File: config.mk
export PLATFORM = sky130hd
export DESIGN_NAME = agc_rms_scale
export DESIGN_NICKNAME = d
export VERILOG_FILES = /design/src/rtl/agc_pkg.sv /design/src/rtl/agc_iter_sqrt.sv /design/src/rtl/agc_rms_scale.sv
export SDC_FILE = /design/constraint.sdc
export NUM_CORES = 1
export LEC_CHECK = 0
export ABC_AREA = 1
export CAP_MARGIN = 40
export CORE_ASPECT_RATIO = 0.8
export CORE_MARGIN = 2
export CORE_UTILIZATION = 54
export CTS_CLUSTER_SIZE = 16
export DETAILED_ROUTE_END_ITERATION = 12
export PLACE_DENSITY = 0.77
export REMOVE_ABC_BUFFERS = 1
export SETUP_SLACK_MARGIN = 0.2
export SKIP_LAST_GASP = 1
export SYNTH_ARGS = -nofsm -noshare
export SYNTH_HDL_FRONTEND = slang
export SYNTH_HIERARCHICAL = 1
export SYNTH_SLANG_ARGS = --single-unit
export TNS_END_PERCENT = 10
File: constraint.sdc
create_clock -name clk_i -period 2.35 [get_ports clk_i]
set_clock_uncertainty 0.15 [all_clocks]
set_input_delay 0.3525 -clock clk_i [delete_from_list [all_inputs] [get_ports clk_i]]
set_output_delay 0.3525 -clock clk_i [all_outputs]
set_load 0.05 [all_outputs]
File: src/rtl/agc_pkg.sv
// Shared constants and the FSM state type for the AGC RMS/scale stage.
package agc_pkg;

  localparam int AGC_SQ_BITS    = 24;
  localparam int AGC_RMS_BITS   = 12;
  localparam int AGC_NUM_SHIFT  = 22;
  localparam int AGC_SCALE_BITS = 17;

  // Q5.12 unity gain
  localparam logic [AGC_SCALE_BITS-1:0] AGC_UNITY_SCALE = 17'd4096;
  // Bias the square accumulator carries into this stage
  localparam logic [AGC_SQ_BITS-1:0]    AGC_SQ_OFFSET   = 24'd16384;

  typedef enum logic [1:0] {
    IDLE  = 2'd0,
    SQRT  = 2'd1,
    RECIP = 2'd2,
    DONE  = 2'd3
  } agc_rms_state_t;

endpackage

File: src/rtl/agc_iter_sqrt.sv
// Iterative non-restoring integer square root, one root bit per cycle,
// MSB first. start_i loads the radicand; done_o is high during the cycle
// whose clock edge computes the last bit, and root_o then carries the
// final floor(sqrt(radicand)).
module agc_iter_sqrt #(
  parameter int RAD_BITS = 24
) (
  input  logic                  clk_i,
  input  logic                  rst_i,
  input  logic                  start_i,
  input  logic [RAD_BITS-1:0]   rad_i,
  output logic                  done_o,
  output logic [RAD_BITS/2-1:0] root_o
);

  localparam int ROOT_BITS = RAD_BITS / 2;
  // Signed partial remainder; a few guard bits above the root width
  localparam int REM_BITS  = ROOT_BITS + 5;
  localparam int PAD_BITS  = REM_BITS - ROOT_BITS - 2;
  localparam int CNT_W     = $clog2(ROOT_BITS);
  localparam logic [CNT_W-1:0] L_LAST = CNT_W'(ROOT_BITS - 1);

  logic                 r_active;
  logic [CNT_W-1:0]     r_cnt;
  logic [RAD_BITS-1:0]  r_rad;
  logic [REM_BITS-1:0]  r_rem;
  logic [ROOT_BITS-1:0] r_root;

  logic [REM_BITS-1:0]  w_rem_sh;
  logic [REM_BITS-1:0]  w_rem_nxt;
  logic [ROOT_BITS-1:0] w_root_nxt;

  // One non-restoring step: bring down two radicand bits, then subtract
  // (4Q+1) after a non-negative remainder or add (4Q+3) after a negative one.
  always_comb begin
    w_rem_sh = {r_rem[REM_BITS-3:0], r_rad[RAD_BITS-1 -: 2]};
    if (r_rem[REM_BITS-1] == 1'b0) begin
      w_rem_nxt = w_rem_sh - {{PAD_BITS{1'b0}}, r_root, 2'b01};
    end else begin
      w_rem_nxt = w_rem_sh + {{PAD_BITS{1'b0}}, r_root, 2'b11};
    end
    w_root_nxt = {r_root[ROOT_BITS-2:0], ~w_rem_nxt[REM_BITS-1]};
  end

  assign done_o = r_active && (r_cnt == L_LAST);
  assign root_o = w_root_nxt;

  // Iteration state: load on start, then shift one root bit per cycle.
  always_ff @(posedge clk_i) begin
    if (rst_i) begin
      r_active <= 1'b0;
      r_cnt    <= '0;
      r_rad    <= '0;
      r_rem    <= '0;
      r_root   <= '0;
    end else if (start_i) begin
      r_active <= 1'b1;
      r_cnt    <= '0;
      r_rad    <= rad_i;
      r_rem    <= '0;
      r_root   <= '0;
    end else if (r_active) begin
      r_rem    <= w_rem_nxt;
      r_root   <= w_root_nxt;
      r_rad    <= {r_rad[RAD_BITS-3:0], 2'b00};
      r_cnt    <= r_cnt + CNT_W'(1);
      r_active <= (r_cnt != L_LAST);
    end else begin
      r_active <= r_active;
    end
  end

endmodule

File: src/rtl/agc_rms_scale.sv
// AGC RMS / gain-scale stage: captures the square accumulator, takes an
// iterative square root, then a restoring reciprocal 2^NUM_SHIFT / rms.
// Optional build macro: AGC_RMS_SCALE_ROUND_EN (round-to-nearest reciprocal).
module agc_rms_scale
  import agc_pkg::*;
#(
  parameter int SQ_BITS    = AGC_SQ_BITS,
  parameter int NUM_SHIFT  = AGC_NUM_SHIFT,
  parameter int SCALE_BITS = AGC_SCALE_BITS
) (
  input  logic                  clk_i,
  input  logic                  rst_i,
  input  logic                  calc_i,
  input  logic [SQ_BITS-1:0]    sq_accum_i,
  output logic                  busy_o,
  output logic [SQ_BITS/2-1:0]  rms_o,
  output logic [SCALE_BITS-1:0] scale_o,
  output logic                  valid_o
);

  localparam int RMS_BITS = SQ_BITS / 2;
  localparam int DVD_W    = NUM_SHIFT + 1;
  localparam int QUO_W    = NUM_SHIFT + 1;
`ifdef AGC_RMS_SCALE_ROUND_EN
  localparam int REM_W    = NUM_SHIFT + 3;
`else
  localparam int REM_W    = NUM_SHIFT + 2;
`endif
  localparam int CNT_W    = $clog2(QUO_W);
  localparam logic [CNT_W-1:0]      L_DIV_LAST  = CNT_W'(QUO_W - 1);
  localparam logic [DVD_W-1:0]      L_NUM       = {1'b1, {NUM_SHIFT{1'b0}}};
  localparam logic [SCALE_BITS-1:0] L_SCALE_MAX = {SCALE_BITS{1'b1}};
  localparam logic [SCALE_BITS-1:0] L_UNITY     = SCALE_BITS'(AGC_UNITY_SCALE);

  agc_rms_state_t r_state;
  agc_rms_state_t w_state_nxt;
  logic           w_sqrt_start;
  logic           w_sqrt_done;
  logic [RMS_BITS-1:0] w_root;

  logic                  r_busy;
  logic                  r_valid;
  logic [RMS_BITS-1:0]   r_rms_out;
  logic [SCALE_BITS-1:0] r_scale;
  logic [RMS_BITS-1:0]   r_rms;
  logic [DVD_W-1:0]      r_dvd;
  logic [REM_W-1:0]      r_rem;
  logic [QUO_W-1:0]      r_quo;
  logic [CNT_W-1:0]      r_cnt;

  logic [DVD_W-1:0]      w_dividend;
  logic [REM_W-1:0]      w_rem_sh;
  logic [REM_W-1:0]      w_rem_nxt;
  logic                  w_qbit;
  logic [SCALE_BITS-1:0] w_scale;

  agc_iter_sqrt #(
    .RAD_BITS (SQ_BITS)
  ) u_sqrt (
    .clk_i   (clk_i),
    .rst_i   (rst_i),
    .start_i (w_sqrt_start),
    .rad_i   (sq_accum_i),
    .done_o  (w_sqrt_done),
    .root_o  (w_root)
  );

  // FSM state register.
  always_ff @(posedge clk_i) begin
    if (rst_i) begin
      r_state <= IDLE;
    end else begin
      r_state <= w_state_nxt;
    end
  end

  // Next-state logic; calc_i is only honoured in IDLE.
  always_comb begin
    w_state_nxt  = r_state;
    w_sqrt_start = 1'b0;
    case (r_state)
      IDLE: begin
        if (calc_i) begin
          w_sqrt_start = 1'b1;
          w_state_nxt  = SQRT;
        end else begin
          w_state_nxt  = IDLE;
        end
      end
      SQRT: begin
        if (w_sqrt_done) begin
          w_state_nxt = RECIP;
        end else begin
          w_state_nxt = SQRT;
        end
      end
      RECIP: begin
        if (r_cnt == L_DIV_LAST) begin
          w_state_nxt = DONE;
        end else begin
          w_state_nxt = RECIP;
        end
      end
      DONE:    w_state_nxt = IDLE;
      default: w_state_nxt = IDLE;
    endcase
  end

  // Restoring division step and final saturation of the quotient.
  always_comb begin
`ifdef AGC_RMS_SCALE_ROUND_EN
    w_dividend = L_NUM + DVD_W'(w_root >> 1);
`else
    w_dividend = L_NUM;
`endif
    w_rem_sh = {r_rem[REM_W-2:0], r_dvd[DVD_W-1]};
    w_qbit   = (w_rem_sh >= REM_W'(r_rms));
    if (w_qbit) begin
      w_rem_nxt = w_rem_sh - REM_W'(r_rms);
    end else begin
      w_rem_nxt = w_rem_sh;
    end
    if ((r_rms == '0) || (r_quo > QUO_W'(L_SCALE_MAX))) begin
      w_scale = L_SCALE_MAX;
    end else begin
      w_scale = r_quo[SCALE_BITS-1:0];
    end
  end

  // Datapath and registered outputs; outputs only move in DONE.
  always_ff @(posedge clk_i) begin
    if (rst_i) begin
      r_busy    <= 1'b0;
      r_valid   <= 1'b0;
      r_rms_out <= '0;
      r_scale   <= L_UNITY;
      r_rms     <= '0;
      r_dvd     <= '0;
      r_rem     <= '0;
      r_quo     <= '0;
      r_cnt     <= '0;
    end else begin
      r_valid <= 1'b0;
      case (r_state)
        IDLE: begin
          if (calc_i) begin
            r_busy <= 1'b1;
            r_rms  <= '0;
            r_dvd  <= '0;
            r_rem  <= '0;
            r_quo  <= '0;
            r_cnt  <= '0;
          end else begin
            r_busy <= 1'b0;
          end
        end
        SQRT: begin
          if (w_sqrt_done) begin
            r_rms <= w_root;
            r_dvd <= w_dividend;
            r_rem <= '0;
            r_quo <= '0;
            r_cnt <= '0;
          end else begin
            r_cnt <= '0;
          end
        end
        RECIP: begin
          // A zero rms leaves the quotient untouched; DONE saturates it.
          if (r_rms != '0) begin
            r_rem <= w_rem_nxt;
            r_quo <= {r_quo[QUO_W-2:0], w_qbit};
          end else begin
            r_quo <= r_quo;
          end
          r_dvd <= {r_dvd[DVD_W-2:0], 1'b0};
          r_cnt <= r_cnt + CNT_W'(1);
        end
        DONE: begin
          r_rms_out <= r_rms;
          r_scale   <= w_scale;
          r_valid   <= 1'b1;
          r_busy    <= 1'b0;
        end
        default: begin
          r_busy <= 1'b0;
        end
      endcase
    end
  end

  assign busy_o  = r_busy;
  assign valid_o = r_valid;
  assign rms_o   = r_rms_out;
  assign scale_o = r_scale;

endmodule

Yosys cells after proc, flatten, opt, wreduce, memory -nomap -nowiden
Cells that the tools add are included.
Word-level totals
  logic and storage cells: 76
  flip-flop bits (word level): 177
  input bits: 27
  output and inout bits: 31
Cells by class
  mux-type cells: 30
  $lt $le $gt $ge: 2
  bitwise gates (word level): 1
  reductions and logical operators: 14
  equal/unequal tests: 9
  add/subtract/negate cells: 5
Operators by type and width (number)
  case mux 23 bit (3 select lines): 3
  2-to-1 mux 23 bit: 8
  2-to-1 mux 24 bit: 2
  2-to-1 mux 17 bit: 2
  greater-or-equal comparator 24 x 12 -> 1 bit: 1
  2-to-1 mux 12 bit: 2
  case mux 12 bit (2 select lines): 1
  greater-than comparator 23 x 17 -> 1 bit, second input constant: 1
  subtractor 23 x 12 -> 23 bit: 1
  adder 17 x 14 -> 17 bit: 1
  subtractor 17 x 14 -> 17 bit: 1
  case mux 5 bit (3 select lines): 1
  logical NOT 12 bit: 1
  nonzero test 12 bit: 1
  case mux 2 bit (4 select lines): 1
  2-to-1 mux 1 bit: 7
  AND reduction 3 bit: 2
  nonzero test 2 bit: 3
  adder 5 x 1 -> 5 bit, second input constant: 1
  equality test 5 bit, second input constant: 1
  2-to-1 mux 5 bit: 1
  adder 4 x 1 -> 4 bit, second input constant: 1
  equality test 2 bit, second input constant: 2
  equality test 4 bit, second input constant: 1
  14 further kinds: 15

Longest topological paths before layout
  word-level depth: 5
  mapped depth: 15
  depth with buffers taken out: 15

Hierarchy
The synthesis kept the hierarchy.
Modules (own cells, without submodules)
  agc_rms_scale: cells an instance 730, times used 1, area an instance 5081.1 µm², seq. area each 1941.9 µm²
  agc_iter_sqrt: cells an instance 443, times used 1, area an instance 3231.8 µm², seq. area each 1141.1 µm²

Worst setup path after synthesis
OpenSTA, ideal clock, no wires.
  path kind: flip-flop to flip-flop
  start point: register u_sqrt.r_rem[16]
  end point: register r_rms[0]
  slack: 0.123 ns
  period minus slack after synthesis: 2.227 ns
  setup time: 0.135 ns
  buffers on the path: 2
  arrival: 1.943 ns
  cell stages (with the launch flop): 15
  data required time: 2.065 ns
  path through: dfxtp_1 > buf_2 > buf_2 > xnor2_1 > ha_1 > nand2_2 > inv_1 > a21oi_2 > nand2_2 > nand2_1 > nand2_1 > nand2_2 > nand2_1 > a21oi_1 > a211oi_1
On the way
  word-level cells in the longest chain between the ends: 4
RTL lines
  from (decl): line agc_iter_sqrt.sv:26  | logic [REM_BITS-1:0] r_rem;
  from (signal assigned): line agc_iter_sqrt.sv:63  | r_rem <= w_rem_nxt;
  2-to-1 mux 17 bit: line agc_iter_sqrt.sv:37  | if (r_rem[REM_BITS-1] == 1'b0) begin
  NOT 1 bit: line agc_iter_sqrt.sv:42  | w_root_nxt = {r_root[ROOT_BITS-2:0], ~w_rem_nxt[REM_BITS-1]};
  net w_root[0]: line agc_rms_scale.sv:39  | logic [RMS_BITS-1:0] w_root;
  2-to-1 mux 12 bit: line agc_rms_scale.sv:158  | if (w_sqrt_done) begin
  case mux 12 bit (2 select lines): line agc_rms_scale.sv:144  | case (r_state)
  to (signal assigned): line agc_rms_scale.sv:159  | r_rms <= w_root;
  to (decl): line agc_rms_scale.sv:45  | logic [RMS_BITS-1:0] r_rms;
The timed path passes the listed nets, and every way through them passes these cells. The select of a mux whose other input is x is not followed.
A chain may end at the register's enable or synchronous reset.

Worst setup path after layout
  start point: register u_sqrt.r_rem[16]
  end point: register u_sqrt.r_root[0]
On the way
  word-level cells in the longest chain between the ends: 2
RTL lines
  2-to-1 mux 17 bit: line agc_iter_sqrt.sv:37
  NOT 1 bit: line agc_iter_sqrt.sv:42
  to (signal assigned): line agc_iter_sqrt.sv:64  | r_root <= w_root_nxt;
  to (decl): line agc_iter_sqrt.sv:27  | logic [ROOT_BITS-1:0] r_root;
Every way passes these cells.

==> results.sh <==
export IMPL_rrSetupSlack_ps=110
export IMPL_final_layout_size_suffix_gt1_share_pct=18.4
export IMPL_chipWidth_um=143
export IMPL_ctsHtreeMaxLevel=4
export IMPL_cts_root_buf="clkbuf_16"
export IMPL_clock_sink_total=154
export IMPL_placement_rows=40
export IMPL_syn_cell_area_um2=8310
export IMPL_finalNetCount=1316
export IMPL_die_y_um=115
export IMPL_tritoncts="done"
export IMPL_asyncSetResetFlopFracSynth_pct=0
export IMPL_max_slew_margin_rel_pct=60.3
export IMPL_critical_path_slowest_cell="dfxtp_4"
export IMPL_routed_via_count=8283
export IMPL_grt_setup_unrepaired="true"
export IMPL_outcome="complete, no violations"
export IMPL_place_gp_congestion=0.942
export IMPL_finalSetupViolCount=0
export IMPL_vdd_ir_drop_worst_v=0.000670
export IMPL_post_route_period_util_pct=95.4
export IMPL_synth_area_top_cells="dfxtp_1 37%, nand2_1 12%, a21oi_1 6.7%, inv_1 6.5%, ha_1 5.3%"
export IMPL_ys_seq_area_share_pct=37.1
export IMPL_setup_worst_path_class="reg -> reg"
export IMPL_post_route_min_period_ps=2240
export IMPL_tightest_slew_ps=595
export IMPL_startpoint_type="flop"
export IMPL_grt_pass1_vias=6988
export IMPL_drt_vias_per_instance=5.70
export IMPL_postSynthRegisterBits=154
export IMPL_detail_route_first_pass_iterations=8
export IMPL_number_of_antenna_repair_diodes=0
export IMPL_yosys_area_top_type_share_pct=37.1
export IMPL_drt_drc_violations_left=0
export IMPL_delay_of_the_slowest_cell_on_the_worst_path_ps=370
export IMPL_synthDominantAreaCellType="dfxtp_1"
export IMPL_boundaryPins=58
export IMPL_wire_length_of_the_first_global_routing_pass_um=33700
export IMPL_ys_types=50
export IMPL_overflow=0
export IMPL_die_area_um2=16400
export IMPL_final_cells=1454
export IMPL_clock_tree_buffer_depth=2
export IMPL_worst_hold_path_type="in -> reg"
export IMPL_worst_endpoint_arrival_ps=2430
export IMPL_yosys_warnings=6
export IMPL_path_max_fanout=7
export IMPL_critical_path_top_cell_by_count="nand2_2"
export IMPL_leakagePower_uw=0.00455
export IMPL_floorplan_core_area_um2=15000
export IMPL_grt_usage_pct=25.4
export IMPL_initial_core_util_pct=55.4
export IMPL_clkSlewWorstSetupHoldPaths_ps=70
export IMPL_place_port_buffers=57
export IMPL_worstSkewPairLatency_ps=430
export IMPL_post_place_ws_ps=40.3
export IMPL_drt_iter0_markers=818
export IMPL_layout_core_utilization_pct=70.0
export IMPL_drtAntennaViolNets=0
export IMPL_powerDensity_nw_per_um2=1130
export IMPL_critical_path_cell_chain="buf_12 -> xnor2_2 -> ha_1 -> or2_1 -> nand3_2 -> nand2_2 -> nand2_2 -> nand2_2 -> nand2_2 -> buf_4 -> nand3_2 -> nand2_1 -> inv_1"
export IMPL_hold_violations=0
export IMPL_achievable_frequency_mhz=446
export IMPL_worst_endpoint_required_ps=2530
export IMPL_post_dp_hpwl_um=13500
export IMPL_edff_count_synth=0
export IMPL_wl_um=22700
export IMPL_avgSynthCellArea_um2=7.09
export IMPL_critPathCaptureType="flop"
export IMPL_netlist_instances=1173
export IMPL_numCtsBuffers=17
export IMPL_final_layout_worst_hold_slack_ps=144
export IMPL_grt_antenna_before_repair=0
export IMPL_grt_max_degree=47
export IMPL_synth_main_ff_cell="dfxtp_1"
export IMPL_cap_violations=0
export IMPL_final_setup_worst_slack_ps=109
export IMPL_timing_final_max_slew_violations=0
export IMPL_dp_cells=1388
export IMPL_routedWlPerCell_um=15.6
export IMPL_cts_hold_buffers_added=0
export IMPL_area_growth_pct=26.4
cells in the final DEF (no fill, tap or decap), types with 15 or more instances in the layout:
cell type	instances
a211oi_1	15
a21oi_1	101
buf_4	59
clkbuf_16	18
clkdlybuf4s50_1	56
dfxtp_1	149
ha_1	19
ha_4	15
inv_1	135
nand2_1	256
nand2_2	30
nand3_1	47
nand4_1	23
nor2_1	87
nor3_1	20
o21ai_0	44
o221ai_1	30
final cells by class:
type	count	area [um2]
Timing Repair Buffer	123	1120
Sequential cell	154	3090
Clock buffer	20	447
Tap cell	189	236
Clock inverter	11	136
Multi-Input combinational cell	804	4900
Inverter	153	581
Fill cell	1121	4500
power breakdown:
group / internal [uW] / total (uW) / switching, uW / leakage [uW]
combinational: 2320 / 6060 / 3740 / 0.00301
clock: 1610 / 2770 / 1160 / 0.000284
sequential: 2860 / 3040 / 180 / 0.00126
total: 6790 / 11900 / 5080 / 0.00455
flip-flops by register name, summed over array words and instances, names as in the netlist, named ones only:
name / count
busy_o: 1
r_cnt: 5
r_dvd: 1
r_quo: 23
r_rem: 23
r_rms: 12
r_state: 1
rms_o: 12
scale_o: 17
u_sqrt/r_active: 1
u_sqrt/r_cnt: 4
u_sqrt/r_rad: 24
u_sqrt/r_rem: 16
u_sqrt/r_root: 12
valid_o: 1
cells in the mapped netlist, types with 7 or more instances:
cell type / n
a211oi_1: 17
a21oi_1: 112
buf_2: 29
buf_4: 12
clkbuf_1: 20
dfxtp_1: 154
ha_1: 35
inv_1: 143
inv_2: 8
nand2_1: 276
nand2_2: 10
nand3_1: 52
nand3b_1: 11
nand4_1: 23
nor2_1: 93
nor2_2: 9
nor3_1: 21
o21ai_0: 44
o221ai_1: 30
xnor2_1: 21
xor2_1: 7
worst paths after layout:
path	from	to	cells after the start
worst max-delay path	u_sqrt/r_rem[16]	u_sqrt/r_root[0]	13
worst min-delay path	rst_i	valid_o	2
worst max register to register	u_sqrt/r_rem[16]	u_sqrt/r_root[0]	13
worst min register to register	u_sqrt/r_cnt[3]	u_sqrt/r_cnt[3]	1
critical path: cells and delay by family (launching register included):
kind | cells | cell delay (ps)
flops | 1 | 370
buf+inv | 3 | 300
xor+xnor | 1 | 140
simple gates | 8 | 900
fa+ha+maj | 1 | 290
routing by layer:
layer | vias up | share of wire [%] | GRT usage (%)
met5 | - | 0 | 0
met4 | 0 | 2.3 | 7.72
met3 | 62 | 7.9 | 5.04
met1 | 3832 | 45 | 37.0
li1 | 4015 | - | -
met2 | 374 | 45 | 38.0
logic make-up (layout without fill, tap and decap cells):
kind of cell,after synthesis,after routing,synth area share (%)
AO/OA/AOI/OAI,226,226,16.3
flip-flops,154,154,37.1
buffers and inverters,218,307,11.0
adder cells (fa/ha/maj),36,36,5.51
XOR/XNOR,28,28,2.95
AND/OR/NAND/NOR,511,514,27.1
what timing repair did:
item                       4_1_cts  5_1_grt
buffers inserted                 6       24
setup endpoints to repair       31       74
cloned                           3        2
pin swaps                       11       51
resized for setup               16       98
metrics by stage:
step / total power (uW) / TNS (ps) / instance area [um2]
CTS: 10800 / 0 / 9800
floorplan: 6430 / -40530 / 7970
global placement: 7580 / 0 / 9050
finish: 11900 / 0 / 10500
global route: 12500 / -11.6 / 10500
detailed placement: 7640 / 0 / 9050
Power figures use the tool's default switching activity.
